`src/rtl/vga_frame_monitor_if.sv`:
```
// vga_frame_monitor_if: RGB444 pixel stream with active-low HS/VS from the character generator
interface vga_frame_monitor_if;
  logic [3:0] r, g, b;
  logic       hs, vs;
  modport master (output r, g, b, hs, vs);
  modport slave  (input  r, g, b, hs, vs);
endinterface

```
`src/rtl/vga_frame_monitor.sv`:
```
// vga_frame_monitor: recovers raster position from sync edges, checks 640x480@60 timing, checksums frames
module vga_frame_monitor #(
  parameter int unsigned CLK_FACTOR_25M = 4,
  parameter int unsigned H_TOTAL        = 800,
  parameter int unsigned H_SYNC         = 96,
  parameter int unsigned H_ACT_START    = 144,
  parameter int unsigned H_VISIBLE      = 640,
  parameter int unsigned V_TOTAL        = 525,
  parameter int unsigned V_SYNC         = 2,
  parameter int unsigned V_ACT_START    = 35,
  parameter int unsigned V_VISIBLE      = 480
) (
  input  logic               clk_i,
  input  logic               arstn_i,
  vga_frame_monitor_if.slave vga,
  input  logic               err_clr_i,
  output logic               locked_o,
  output logic               frame_done_o,
  output logic [23:0]        frame_sum_o,
  output logic [15:0]        frame_cnt_o,
  output logic               err_o,
  output logic [7:0]         err_cnt_o
);
  typedef enum logic [1:0] {SEARCH, TRAIN, LOCKED} state_e;
  localparam logic [7:0]  PH_LAST = 8'(CLK_FACTOR_25M - 1);
  localparam logic [15:0] HPER = 16'(H_TOTAL * CLK_FACTOR_25M);
  localparam logic [15:0] HLOW = 16'(H_SYNC * CLK_FACTOR_25M);
  localparam logic [15:0] VTOT = 16'(V_TOTAL);
  localparam logic [15:0] VSW  = 16'(V_SYNC);
  localparam logic [15:0] HA0  = 16'(H_ACT_START);
  localparam logic [15:0] HA1  = 16'(H_ACT_START + H_VISIBLE);
  localparam logic [15:0] VA0  = 16'(V_ACT_START);
  localparam logic [15:0] VA1  = 16'(V_ACT_START + V_VISIBLE);
  state_e      state_q, state_d;
  logic        hs_q, vs_q, arm_q, arm_d, ok_q, ok_d, locked_q, locked_d, done_q, done_d, err_q, err_d;
  logic [7:0]  phase_q, phase_d, phase_e, err_cnt_q, err_cnt_d, err_cnt_b;
  logic [15:0] px_q, px_d, px_e, line_q, line_d, hper_q, hper_d, hlow_q, hlow_d;
  logic [15:0] nlines_q, nlines_d, vsw_q, vsw_d, frame_cnt_q, frame_cnt_d;
  logic [23:0] sum_q, sum_d, frame_sum_q, frame_sum_d;
  logic        hs_fall, hs_rise, vs_fall, vs_rise, strobe, vis, fail;
  function automatic logic [15:0] inc16(input logic [15:0] v);
    return &v ? v : v + 16'd1;
  endfunction
  always_comb begin
    hs_fall     = hs_q & ~vga.hs;
    hs_rise     = ~hs_q & vga.hs;
    vs_fall     = vs_q & ~vga.vs;
    vs_rise     = ~vs_q & vga.vs;
    phase_e     = hs_fall ? 8'd0 : phase_q;
    strobe      = phase_e == PH_LAST;
    phase_d     = strobe ? 8'd0 : phase_e + 8'd1;
    px_e        = hs_fall ? 16'd0 : px_q;
    px_d        = strobe ? inc16(px_e) : px_e;
    line_d      = hs_fall ? ((arm_q | vs_fall) ? 16'd0 : inc16(line_q)) : line_q;
    arm_d       = ~hs_fall & (arm_q | vs_fall);
    vis         = px_e >= HA0 && px_e < HA1 && line_d >= VA0 && line_d < VA1;
    sum_d       = vs_fall ? 24'd0 : sum_q + ((strobe & vis) ? {12'd0, vga.r, vga.g, vga.b} : 24'd0);
    hper_d      = hs_fall ? 16'd1 : inc16(hper_q);
    hlow_d      = hs_fall ? 16'd1 : ~vga.hs ? inc16(hlow_q) : hlow_q;
    nlines_d    = vs_fall ? {15'd0, hs_fall} : hs_fall ? inc16(nlines_q) : nlines_q;
    vsw_d       = vs_fall ? {15'd0, hs_fall} : (hs_fall & ~vga.vs) ? inc16(vsw_q) : vsw_q;
    // a missing HS fall shows up as the period counter running past the nominal line length
    fail        = (hs_fall ? hper_q != HPER : hper_q > HPER) | (hs_rise & (hlow_q != HLOW)) |
                  (vs_fall & (nlines_q != VTOT)) | (vs_rise & (vsw_q != VSW));
    err_cnt_b   = err_clr_i ? 8'd0 : err_cnt_q;
    state_d     = state_q;
    ok_d        = ok_q;
    done_d      = 1'b0;
    err_d       = err_q & ~err_clr_i;
    err_cnt_d   = err_cnt_b;
    frame_sum_d = frame_sum_q;
    frame_cnt_d = frame_cnt_q;
    case (state_q)
      SEARCH: begin
        state_d = vs_fall ? TRAIN : SEARCH;
        ok_d    = ok_q | vs_fall;
      end
      TRAIN: begin
        state_d = (vs_fall & ok_q & ~fail) ? LOCKED : TRAIN;
        ok_d    = vs_fall | (ok_q & ~fail);
      end
      LOCKED: begin
        state_d     = fail ? SEARCH : LOCKED;
        err_d       = fail | err_d;
        err_cnt_d   = (fail & ~&err_cnt_b) ? err_cnt_b + 8'd1 : err_cnt_b;
        done_d      = vs_fall & ~fail;
        frame_sum_d = done_d ? sum_q : frame_sum_q;
        frame_cnt_d = done_d ? frame_cnt_q + 16'd1 : frame_cnt_q;
      end
      default: state_d = SEARCH;
    endcase
    locked_d = state_d == LOCKED;
  end
  always_ff @(posedge clk_i or negedge arstn_i)
    if (!arstn_i) begin
      state_q     <= SEARCH;
      hs_q        <= 1'b1;
      vs_q        <= 1'b1;
      arm_q       <= 1'b0;
      ok_q        <= 1'b0;
      locked_q    <= 1'b0;
      done_q      <= 1'b0;
      err_q       <= 1'b0;
      phase_q     <= '0;
      err_cnt_q   <= '0;
      px_q        <= '0;
      line_q      <= '0;
      hper_q      <= '0;
      hlow_q      <= '0;
      nlines_q    <= '0;
      vsw_q       <= '0;
      frame_cnt_q <= '0;
      sum_q       <= '0;
      frame_sum_q <= '0;
    end else begin
      state_q     <= state_d;
      hs_q        <= vga.hs;
      vs_q        <= vga.vs;
      arm_q       <= arm_d;
      ok_q        <= ok_d;
      locked_q    <= locked_d;
      done_q      <= done_d;
      err_q       <= err_d;
      phase_q     <= phase_d;
      err_cnt_q   <= err_cnt_d;
      px_q        <= px_d;
      line_q      <= line_d;
      hper_q      <= hper_d;
      hlow_q      <= hlow_d;
      nlines_q    <= nlines_d;
      vsw_q       <= vsw_d;
      frame_cnt_q <= frame_cnt_d;
      sum_q       <= sum_d;
      frame_sum_q <= frame_sum_d;
    end
  assign locked_o     = locked_q;
  assign frame_done_o = done_q;
  assign frame_sum_o  = frame_sum_q;
  assign frame_cnt_o  = frame_cnt_q;
  assign err_o        = err_q;
  assign err_cnt_o    = err_cnt_q;
endmodule

```
`src/flat_wrapper.sv`:
```
// flat-port wrapper written by rule: the top's interface ports become plain ports
module vga_frame_monitor_flat 
#(
  parameter int unsigned CLK_FACTOR_25M = 4,
  parameter int unsigned H_TOTAL        = 800,
  parameter int unsigned H_SYNC         = 96,
  parameter int unsigned H_ACT_START    = 144,
  parameter int unsigned H_VISIBLE      = 640,
  parameter int unsigned V_TOTAL        = 525,
  parameter int unsigned V_SYNC         = 2,
  parameter int unsigned V_ACT_START    = 35,
  parameter int unsigned V_VISIBLE      = 480
)
  (clk_i, arstn_i, err_clr_i, locked_o, frame_done_o, frame_sum_o, frame_cnt_o, err_o, err_cnt_o, vga_r, vga_g, vga_b, vga_hs, vga_vs);
  vga_frame_monitor_if vga_i ();
  input  logic clk_i;
  input  logic arstn_i;
  input  logic err_clr_i;
  output logic locked_o;
  output logic frame_done_o;
  output logic [23:0] frame_sum_o;
  output logic [15:0] frame_cnt_o;
  output logic err_o;
  output logic [7:0] err_cnt_o;
  input wire logic [$bits(vga_i.r)-1:0] vga_r;
  input wire logic [$bits(vga_i.g)-1:0] vga_g;
  input wire logic [$bits(vga_i.b)-1:0] vga_b;
  input wire logic [$bits(vga_i.hs)-1:0] vga_hs;
  input wire logic [$bits(vga_i.vs)-1:0] vga_vs;
  assign vga_i.r = vga_r;
  assign vga_i.g = vga_g;
  assign vga_i.b = vga_b;
  assign vga_i.hs = vga_hs;
  assign vga_i.vs = vga_vs;
  vga_frame_monitor #(.CLK_FACTOR_25M(CLK_FACTOR_25M), .H_TOTAL(H_TOTAL), .H_SYNC(H_SYNC), .H_ACT_START(H_ACT_START), .H_VISIBLE(H_VISIBLE), .V_TOTAL(V_TOTAL), .V_SYNC(V_SYNC), .V_ACT_START(V_ACT_START), .V_VISIBLE(V_VISIBLE)) u_core (.clk_i(clk_i), .arstn_i(arstn_i), .vga(vga_i), .err_clr_i(err_clr_i), .locked_o(locked_o), .frame_done_o(frame_done_o), .frame_sum_o(frame_sum_o), .frame_cnt_o(frame_cnt_o), .err_o(err_o), .err_cnt_o(err_cnt_o));
endmodule
```
`config.mk`:
```
export PLATFORM = sky130hd
export DESIGN_NAME = vga_frame_monitor_flat
export DESIGN_NICKNAME = d
export VERILOG_FILES = /design/src/rtl/vga_frame_monitor_if.sv /design/src/rtl/vga_frame_monitor.sv /design/src/flat_wrapper.sv
export SDC_FILE = /design/constraint.sdc
export NUM_CORES = 1
export LEC_CHECK = 0
export ABC_AREA = 0
export CORE_MARGIN = 2
export CORE_UTILIZATION = 44
export DETAILED_ROUTE_END_ITERATION = 8
export PLACE_DENSITY = 0.73
export SLEW_MARGIN = 30
export SYNTH_ARGS = -nofsm -noshare
export SYNTH_HDL_FRONTEND = slang
export SYNTH_SLANG_ARGS = --single-unit
```
`constraint.sdc`:
```
create_clock -name clk_i -period 5.5 [get_ports clk_i]
set_input_delay 0.825 -clock clk_i [delete_from_list [all_inputs] [get_ports clk_i]]
set_output_delay 0.825 -clock clk_i [all_outputs]
set_load 0.1 [all_outputs]
```
* Word-level counts from Yosys, hierarchy flattened
Index checks and enable logic that the tools add are counted.
** Storage, ports and cells
- Register bits after elaboration :: 185
- Bits in latches :: 0
- Memory bits (writable) :: 0
- Bits in read-only memories :: 0
- Bits of input ports :: 17
- Output and inout bits :: 51
- Memories kept :: 0
** Cells by class
- Add/sub/neg operators :: 10
- Multiply operators :: 0
- Divide/modulo/power cells :: 0
- Order comparisons :: 5
- Equality and inequality tests :: 13
- Shift-type cells :: 0
- Muxes and demuxes :: 32
- Bitwise logic cells :: 30
- Reduce and logical (&&, ||, !) cells :: 19
** Operator list (number)
- $mux 16 :: 17
- $add 16x1->16 const B :: 7
- $reduce_and 16->1 :: 6
- $mux 8 :: 5
- $lt 16x10->1 const B :: 2
- $add 24x24->24 :: 1
- $mux 24 :: 1
- $add 8x1->8 const B :: 2
- $and 1x1->1 :: 16
- $ge 16x6->1 const B :: 1
- $ge 16x8->1 const B :: 1
- $gt 16x12->1 const B :: 1
- $ne 16x10->1 const B :: 1
- $ne 16x12->1 const B :: 1
- $ne 16x2->1 const B :: 1
- $ne 16x9->1 const B :: 1
- $mux 12 :: 1
- $ne 2x1->1 const B :: 5
- $eq 8x2->1 const B :: 1
- $reduce_and 2->1 :: 4
- $reduce_and 8->1 :: 1
- $not 1->1 :: 7
- $or 1x1->1 :: 7
- $pmux 2 s3 :: 1
- 9 further kinds :: 18

* Logic depth before layout (Yosys ltp)
Gate-level depths: netlist of the first run.
- Depth in word-level cells :: 12
- Gate-level depth with buffers :: 20
- Gate-level depth less buffers :: 17

* Least setup slack after synthesis of the first run
OpenSTA, ideal clock, no wires.
- Path type :: input to register
- From :: input port vga_hs
- To :: register u_core.sum_q[20]
- Setup time :: 0.078 ns
- Data arrival time :: 4.812 ns
- Data required time :: 5.422 ns
- Setup slack :: 0.610 ns
- Cell stages on the path :: 19
- Buffers on the path :: 3
- Cell sequence :: nand2b_1 -> clkbuf_1 -> clkbuf_1 -> and2_1 -> ha_1 -> a21bo_2 -> nor4_1 -> o311ai_0 -> clkbuf_1 -> nor3b_1 -> ha_1 -> fa_1 -> a211oi_1 -> o21a_1 -> o31ai_1 -> a21o_1 -> a21oi_1 -> or3_1 -> a21oi_1
** On the way
- Word-level cells in the longest chain between the ends :: 11
- Elaborated cells between the ends (all ways) :: 17
- Classes of those cells :: 1 x add/sub; 4 x order compare; 1 x eq/ne; 5 x mux; 3 x bitwise; 3 x reduce/logical
** RTL lines
- start: declaration :: RTL line flat_wrapper.sv:28 : input wire logic [$bits(vga_i.hs)-1:0] vga_hs;
- $not 1->1 *
- $and 1x1->1 * :: RTL line vga_frame_monitor.sv:45 : hs_fall = hs_q & ~vga.hs;
- $mux 16 :: RTL line vga_frame_monitor.sv:52 : px_e = hs_fall ? 16'd0 : px_q;
- $ge 16x8->1 / $lt 16x10->1 (equally long branches) :: RTL line vga_frame_monitor.sv:56 : vis = px_e >= HA0 && px_e < HA1 && line_d >= VA0 && line_d < VA1;
- $logic_and 1x1->1 (3 in a row) :: RTL line vga_frame_monitor.sv:56
- $and 1x1->1 * :: RTL line vga_frame_monitor.sv:57 : sum_d = vs_fall ? 24'd0 : sum_q + ((strobe & vis) ? {12'd0, vga.r, vga.g, vga.b} : 24'd0);
- $mux 12 * :: RTL line vga_frame_monitor.sv:57
- $add 24x24->24 * :: RTL line vga_frame_monitor.sv:57
- $mux 24 * :: RTL line vga_frame_monitor.sv:57
- net u_core.sum_d[20] :: RTL line vga_frame_monitor.sv:39 : logic [23:0] sum_q, sum_d, frame_sum_q, frame_sum_d;
- end signal: assignment :: RTL line vga_frame_monitor.sv:133 : sum_q <= sum_d;
- end: declaration :: RTL line vga_frame_monitor.sv:39
The timed path passes the listed nets; every way through them passes the cells marked *.
A chain may end at the register's enable or synchronous reset.

* Worst setup path after layout of the first run
- From :: input port vga_hs
- To :: register u_core.sum_q[16]
Same word-level chain as after synthesis.

==> results of run 1 <==
==> state kept, by name, summed over array words and instances, names as in the netlist, 16 cells and up <==
signal              count
u_core.sum_q           24
u_core.frame_sum_o     24
u_core.hper_q          16
u_core.px_q            16
u_core.nlines_q        16
u_core.line_q          16
u_core.hlow_q          16
u_core.frame_cnt_o     16
u_core.vsw_q           16
==> report_power, final <==
| part | total (mW) | leakage, nW | switching [mW] | internal, mW |
|---|---|---|---|---|
| clock | 1.20 | 0.283 | 0.574 | 0.625 |
| combinational | 0.241 | 2.14 | 0.145 | 0.0958 |
| sequential | 1.47 | 2.54 | 0.0595 | 1.41 |
| total | 2.91 | 4.97 | 0.779 | 2.13 |
==> synthesized netlist by cell type, types with 6 or more instances <==
master    number
clkbuf_1      20
a21oi_1       33
and2_1         8
a211oi_1      14
or3_1         13
mux2_2        25
nor3b_1       19
nor3_1        27
a21o_1         6
and3_1        18
nor4_1        15
o21ai_0       29
inv_1         27
nand4_1       37
nand3_1       52
nand2b_1       9
nor2b_1        9
xnor2_1       58
ha_1          26
xor2_1        55
nor2_1       140
nand2_1       61
and4_1        15
dfrtp_1      183
o311ai_0       6
a31oi_1        8
==> critical path, stage by stage <==
cell,delay [ns]
clkdlybuf4s50_1,0.46
nand2b_1,0.30
nor3_1,0.41
buf_4,0.21
nand4b_1,0.10
o31ai_1,0.08
a211oi_1,0.14
o311ai_2,0.41
nor3b_1,0.10
ha_1,0.23
fa_1,0.44
a211oi_1,0.33
o21a_1,0.20
o31ai_1,0.13
a211oi_1,0.53
nor3_1,0.13
xnor2_1,0.18
nor2_1,0.06
==> kinds of logic after synthesis <==
kind of cell             synth area share [%]
adder cells (fa/ha/maj)                 3.578
XOR/XNOR                                10.25
flip-flops                              47.99
buffers and inverters                   2.385
AO/OA/AOI/OAI                           8.712
AND/OR/NAND/NOR                         23.84
multiplexers                            3.241
==> final cells by class <==
cell class,count,area (µm²)
Fill cell,1924,10400
Multi-Input combinational cell,744,4806
Sequential cell,185,4632
Timing Repair Buffer,87,824.5
Clock buffer,19,452.9
Tap cell,280,350.3
Clock inverter,13,122.6
Inverter,28,105.1
==> metal layers <==
metal,global-route usage (%),vias up,share of wire [%]
met5,0,-,0
met4,4.139,0,1.0
met3,3.793,18,4.3
met2,28.16,172,46
met1,24.41,3570,48
li1,-,3667,-
==> stage by stage <==
stage	setup slack (ns)	cells	utilization, %	hold slack (ns)
after floorplan	0.6102	986	-	0.4395
after global placement	0.1447	1324	49.42	0.4626
after detailed placement	0.1166	1324	49.42	0.4701
after CTS	0.5285	1356	52.07	0.4818
after global routing	0.04567	1356	52.07	0.4961
final	0.5388	1356	52.07	0.4530
==> path summary, 6_finish.rpt <==
check	startpoint	end
min reg2reg	u_core.frame_cnt_o[15]$_DFFE_PN0P_	u_core.frame_cnt_o[15]$_DFFE_PN0P_
min	arstn_i	u_core.frame_cnt_o[11]$_DFFE_PN0P_
max in group asynchronous	arstn_i	u_core.phase_q[6]$_DFF_PN0_
max reg2reg	u_core.line_q[9]$_DFF_PN0_	u_core.sum_q[16]$_DFF_PN0_
min in group clk_i	u_core.frame_cnt_o[15]$_DFFE_PN0P_	u_core.frame_cnt_o[15]$_DFFE_PN0P_
max	vga_hs	u_core.sum_q[16]$_DFF_PN0_
==> flow_summary.toml, run 1 <==
[yosys]
synth_largest_area_cell = "dfrtp_1"
syn_nets = 1030
ys_seq_area_share_pct = 47.99
synth_warnings = 0
synth_ff_type = "dfrtp_1"
syn_area_per_cell_um2 = 9.789
ys_ff_latch = 185
synth_edf_count = 0
postSynth.asyncResetShare_pct = 100.0
synth_cell_type_count = 61
syn_area_mm2 = 0.009652
synth_top_area_share_pct = 47.45
synth_cells = 986
synth_area_leaders = "dfrtp_1 (47%), nor2_1 (5.4%), xnor2_1 (5.3%), xor2_1 (5.0%), ha_1 (3.4%)"

[drt]
drt_pass1_iterations = 4
drt_iter0_drc = 485
route.detailed.drc = 0
viasPerCell = 5.477
wl_mm = 19.99
num_vias = 7427
drt-wirelength-per-cell_um = 14.74
final_antenna_net_count = 0

[sta]
worst_pin_slew_ns = 0.9870
timing.setup.tns_ns = 0
fmax_mhz = 201.6
fin_skew_ns = 0.01067
final-max-slew-violation-count = 0
hold_violations = 0
rsz0062_at_grt = "no"
relSlewSlack_pct = 33.99
min_period_ns = 4.961
fin_crit_sh_pct = 90.20
final-setup-viol-count = 0

[clock_tree]
htreeDepth = 4
cts_root_buf = "clkbuf_16"
ctsHoldBuffers = 0
cts_tree = "built"
cts_buffers = 17
clock-sinks = 185
clock_latency_ns = 0.44
post_cts.repair.setup_buffers = 0
clk_pin_slew_worst_paths_ns = 0.08
postCtsResizedCells = 0
clk_path_buf_depth = 2

[finish]
area_delta_synth_final_pct = 17.01
final_cell_mix = "dfrtp_1 (183), nor2_1 (140), clkdlybuf4s50_1 (66)"
final_cell_area_mm2 = 0.01129
nets = 1107
diodes = 0
drive_gt1_share_pct = 8.643
final_common_cell = "dfrtp_1"

[floorplan]
initial_core_util_pct = 44.50
die_w_um = 152.1
die_area_mm2 = 0.02314
rows = 54
pin_count = 68
core_mm2 = 0.02169
die_h_um = 152.1

[critical_path]
worstSetupPathType = "in2reg"
rrSetupSlack_ns = 0.83
cp_max_fo = 7
worst_ep_arrival_time_ns = 5.26
end_kind = "register"
cp-start-kind = "primary input"
worstPathRequired_ns = 5.80
r2r.worst_path.cells = 16

[pwr]
p_leak_nw = 4.967
ir_drop_mv = 0.1981
power_mw = 2.911
p_per_area_mw_per_mm2 = 257.8

[flow_run]
maxCapViolations = 0

[placement]
dp_hpwl_mm = 13.78
numPortBuffers = 67
placed_area_mm2 = 0.01072
gp_congestion = 0.8944

[global_route]
antenna_found_initial = 0
grt_pass1_wl_mm = 34.30
grt_max_degree = 102
grt_pass1_vias = 7092
grt_remaining_overflow = 0
grtUsageTotal_pct = 17.52

[hold_path]
holdCritPathClass = "in2async"

[outcome]
status = "complete, no violations"
(Power assumes the default switching activity.)
==> inputs of run 2 (changes only) <==
Settings changed: SETUP_SLACK_MARGIN from default to 0.15.
==> flow_summary.toml, run 2 (same netlist as run 1, synthesis figures left out) <==
[hold_path]
holdCritPathClass = "in2async"

[sta]
fin_skew_ns = 0.01077
fin_hold_ws_ns = 0.4534
fmax_mhz = 206.5
rsz0062_at_grt = "no"
final-max-slew-violation-count = 0
hold_violations = 0
min_period_ns = 4.844
timing.setup.tns_ns = 0
fin_crit_sh_pct = 88.07
final-setup-viol-count = 0
worst_pin_slew_ns = 0.9870
finalWorstSetupSlack_ns = 0.6564
relSlewSlack_pct = 33.99

[finish]
nFillCells = 1924
nets = 1107
multi_input_area_mm2 = 0.004816
diodes = 0
final_common_cell = "dfrtp_1"
area_delta_synth_final_pct = 17.11
register_area_mm2 = 0.004632
drive_gt1_share_pct = 8.829
final_cell_mix = "dfrtp_1 (183), nor2_1 (140), clkdlybuf4s50_1 (66)"

[critical_path]
worstPathRequired_ns = 5.86
cp_max_fo = 11
worstSetupPathType = "in2reg"
cp-start-kind = "primary input"
end_kind = "register"
worst_ep_arrival_time_ns = 5.20

[global_route]
grt_pass1_wl_mm = 34.30
grtUsageTotal_pct = 17.52
grt_max_degree = 102
antenna_found_initial = 0
grt_remaining_overflow = 0
grt_pass1_vias = 7092

[pwr]
p_leak_nw = 4.969
ir_drop_mv = 0.1974
p_sw_mw = 0.7799
internal_power_mw = 2.132
power_mw = 2.912
power_frac_seq_pct = 50.5
clock_power_share_pct = 41.2
p_sw_share_pct = 26.78
p_per_area_mw_per_mm2 = 257.6
pwr-share-comb_pct = 8.3

[placement]
dp_hpwl_mm = 13.78
gp_congestion = 0.8944
pre_cts_slack_ns = 0.1166
numPortBuffers = 67

[drt]
num_vias = 7400
drt_iter0_drc = 455
drt_pass1_iterations = 5
route.detailed.drc = 0
viasPerCell = 5.457
wl_mm = 20.08
final_antenna_net_count = 0
drt-wirelength-per-cell_um = 14.81

[outcome]
status = "complete, no violations"

[clock_tree]
clk_pin_slew_worst_paths_ns = 0.08
ctsHoldBuffers = 0
postCtsResizedCells = 0
cts_tree = "built"
clock_latency_ns = 0.44
cts_root_buf = "clkbuf_16"
htreeDepth = 4
clk_path_buf_depth = 2
clock-sinks = 185
post_cts.repair.setup_buffers = 0
cts_buffers = 17

[floorplan]
pin_count = 68
die_h_um = 152.1
die_w_um = 152.1
initial_core_util_pct = 44.50
rows = 54
die_area_mm2 = 0.02314
core_mm2 = 0.02169

[flow_run]
maxCapViolations = 0
## run 2: cell counts in the layout (fill, tap and decap cells not counted)
Identical to the previous run, type by type.
## run 2: cell type report
type                    count  share of cell area [%]
clock buffers              19                   4.007
clock inverters            13                   1.085
inverters                  28                  0.9298
multi-input cells         744                   42.61
flip-flops and latches    185                   40.98
well taps                 280                   3.099
repair buffers             87                   7.295
## run 2: power by group through the flow
stage                     Clock (mW)  Combinational [mW]  Sequential (mW)
final                           1.20               0.241             1.47
after global routing            1.28               0.277             1.48
after CTS                       1.23               0.245             1.47
after detailed placement           0               0.243             1.50
after global placement             0               0.237             1.49
after floorplan                    0               0.155             1.49
## run 2: final timing paths
path	start	end	slack (ns)	depth (start not counted)
worst max-delay path	vga_hs	u_core.sum_q[20]$_DFF_PN0_	0.66	18
worst min-delay path	arstn_i	u_core.frame_cnt_o[11]$_DFFE_PN0P_	0.45	1
worst max register to register	u_core.line_q[9]$_DFF_PN0_	u_core.sum_q[20]$_DFF_PN0_	0.99	16
worst min register to register	u_core.frame_cnt_o[15]$_DFFE_PN0P_	u_core.frame_cnt_o[15]$_DFFE_PN0P_	0.47	1
max in group asynchronous	arstn_i	u_core.phase_q[6]$_DFF_PN0_	3.91	2
min in group clk_i	u_core.frame_cnt_o[15]$_DFFE_PN0P_	u_core.frame_cnt_o[15]$_DFFE_PN0P_	0.47	1
## run 2: critical path, stage by stage
cell             delay, ns
clkdlybuf4s50_1       0.52
nand2b_1              0.29
buf_4                 0.25
nor3_1                0.07
nor4_1                0.22
a21oi_1               0.17
a211oi_1              0.29
o22ai_1               0.18
buf_4                 0.21
nor3b_1               0.36
fa_1                  0.32
a211oi_1              0.12
o21a_1                0.23
o31ai_2               0.39
a21o_1                0.17
a21oi_1               0.09
or3_1                 0.35
a21oi_1               0.14
## run 2: through the flow
stage          area, µm²  utilization, %  instances
5_1_grt            11300           52.12       1356
4_1_cts            11290           52.07       1356
2_1_floorplan       9652               -        986
6_report           11300           52.12       1356
3_5_place_dp       10720           49.42       1324
3_3_place_gp       10720           49.42       1324
## run 2: metal layers
layer  wire length, µm  vias up  GRT usage (%)
li1                  -     3664              -
met1              9768     3559          24.41
met2              9315      157          28.16
met3               772       20          3.793
met4               224        0          4.139
met5                 0        -              0
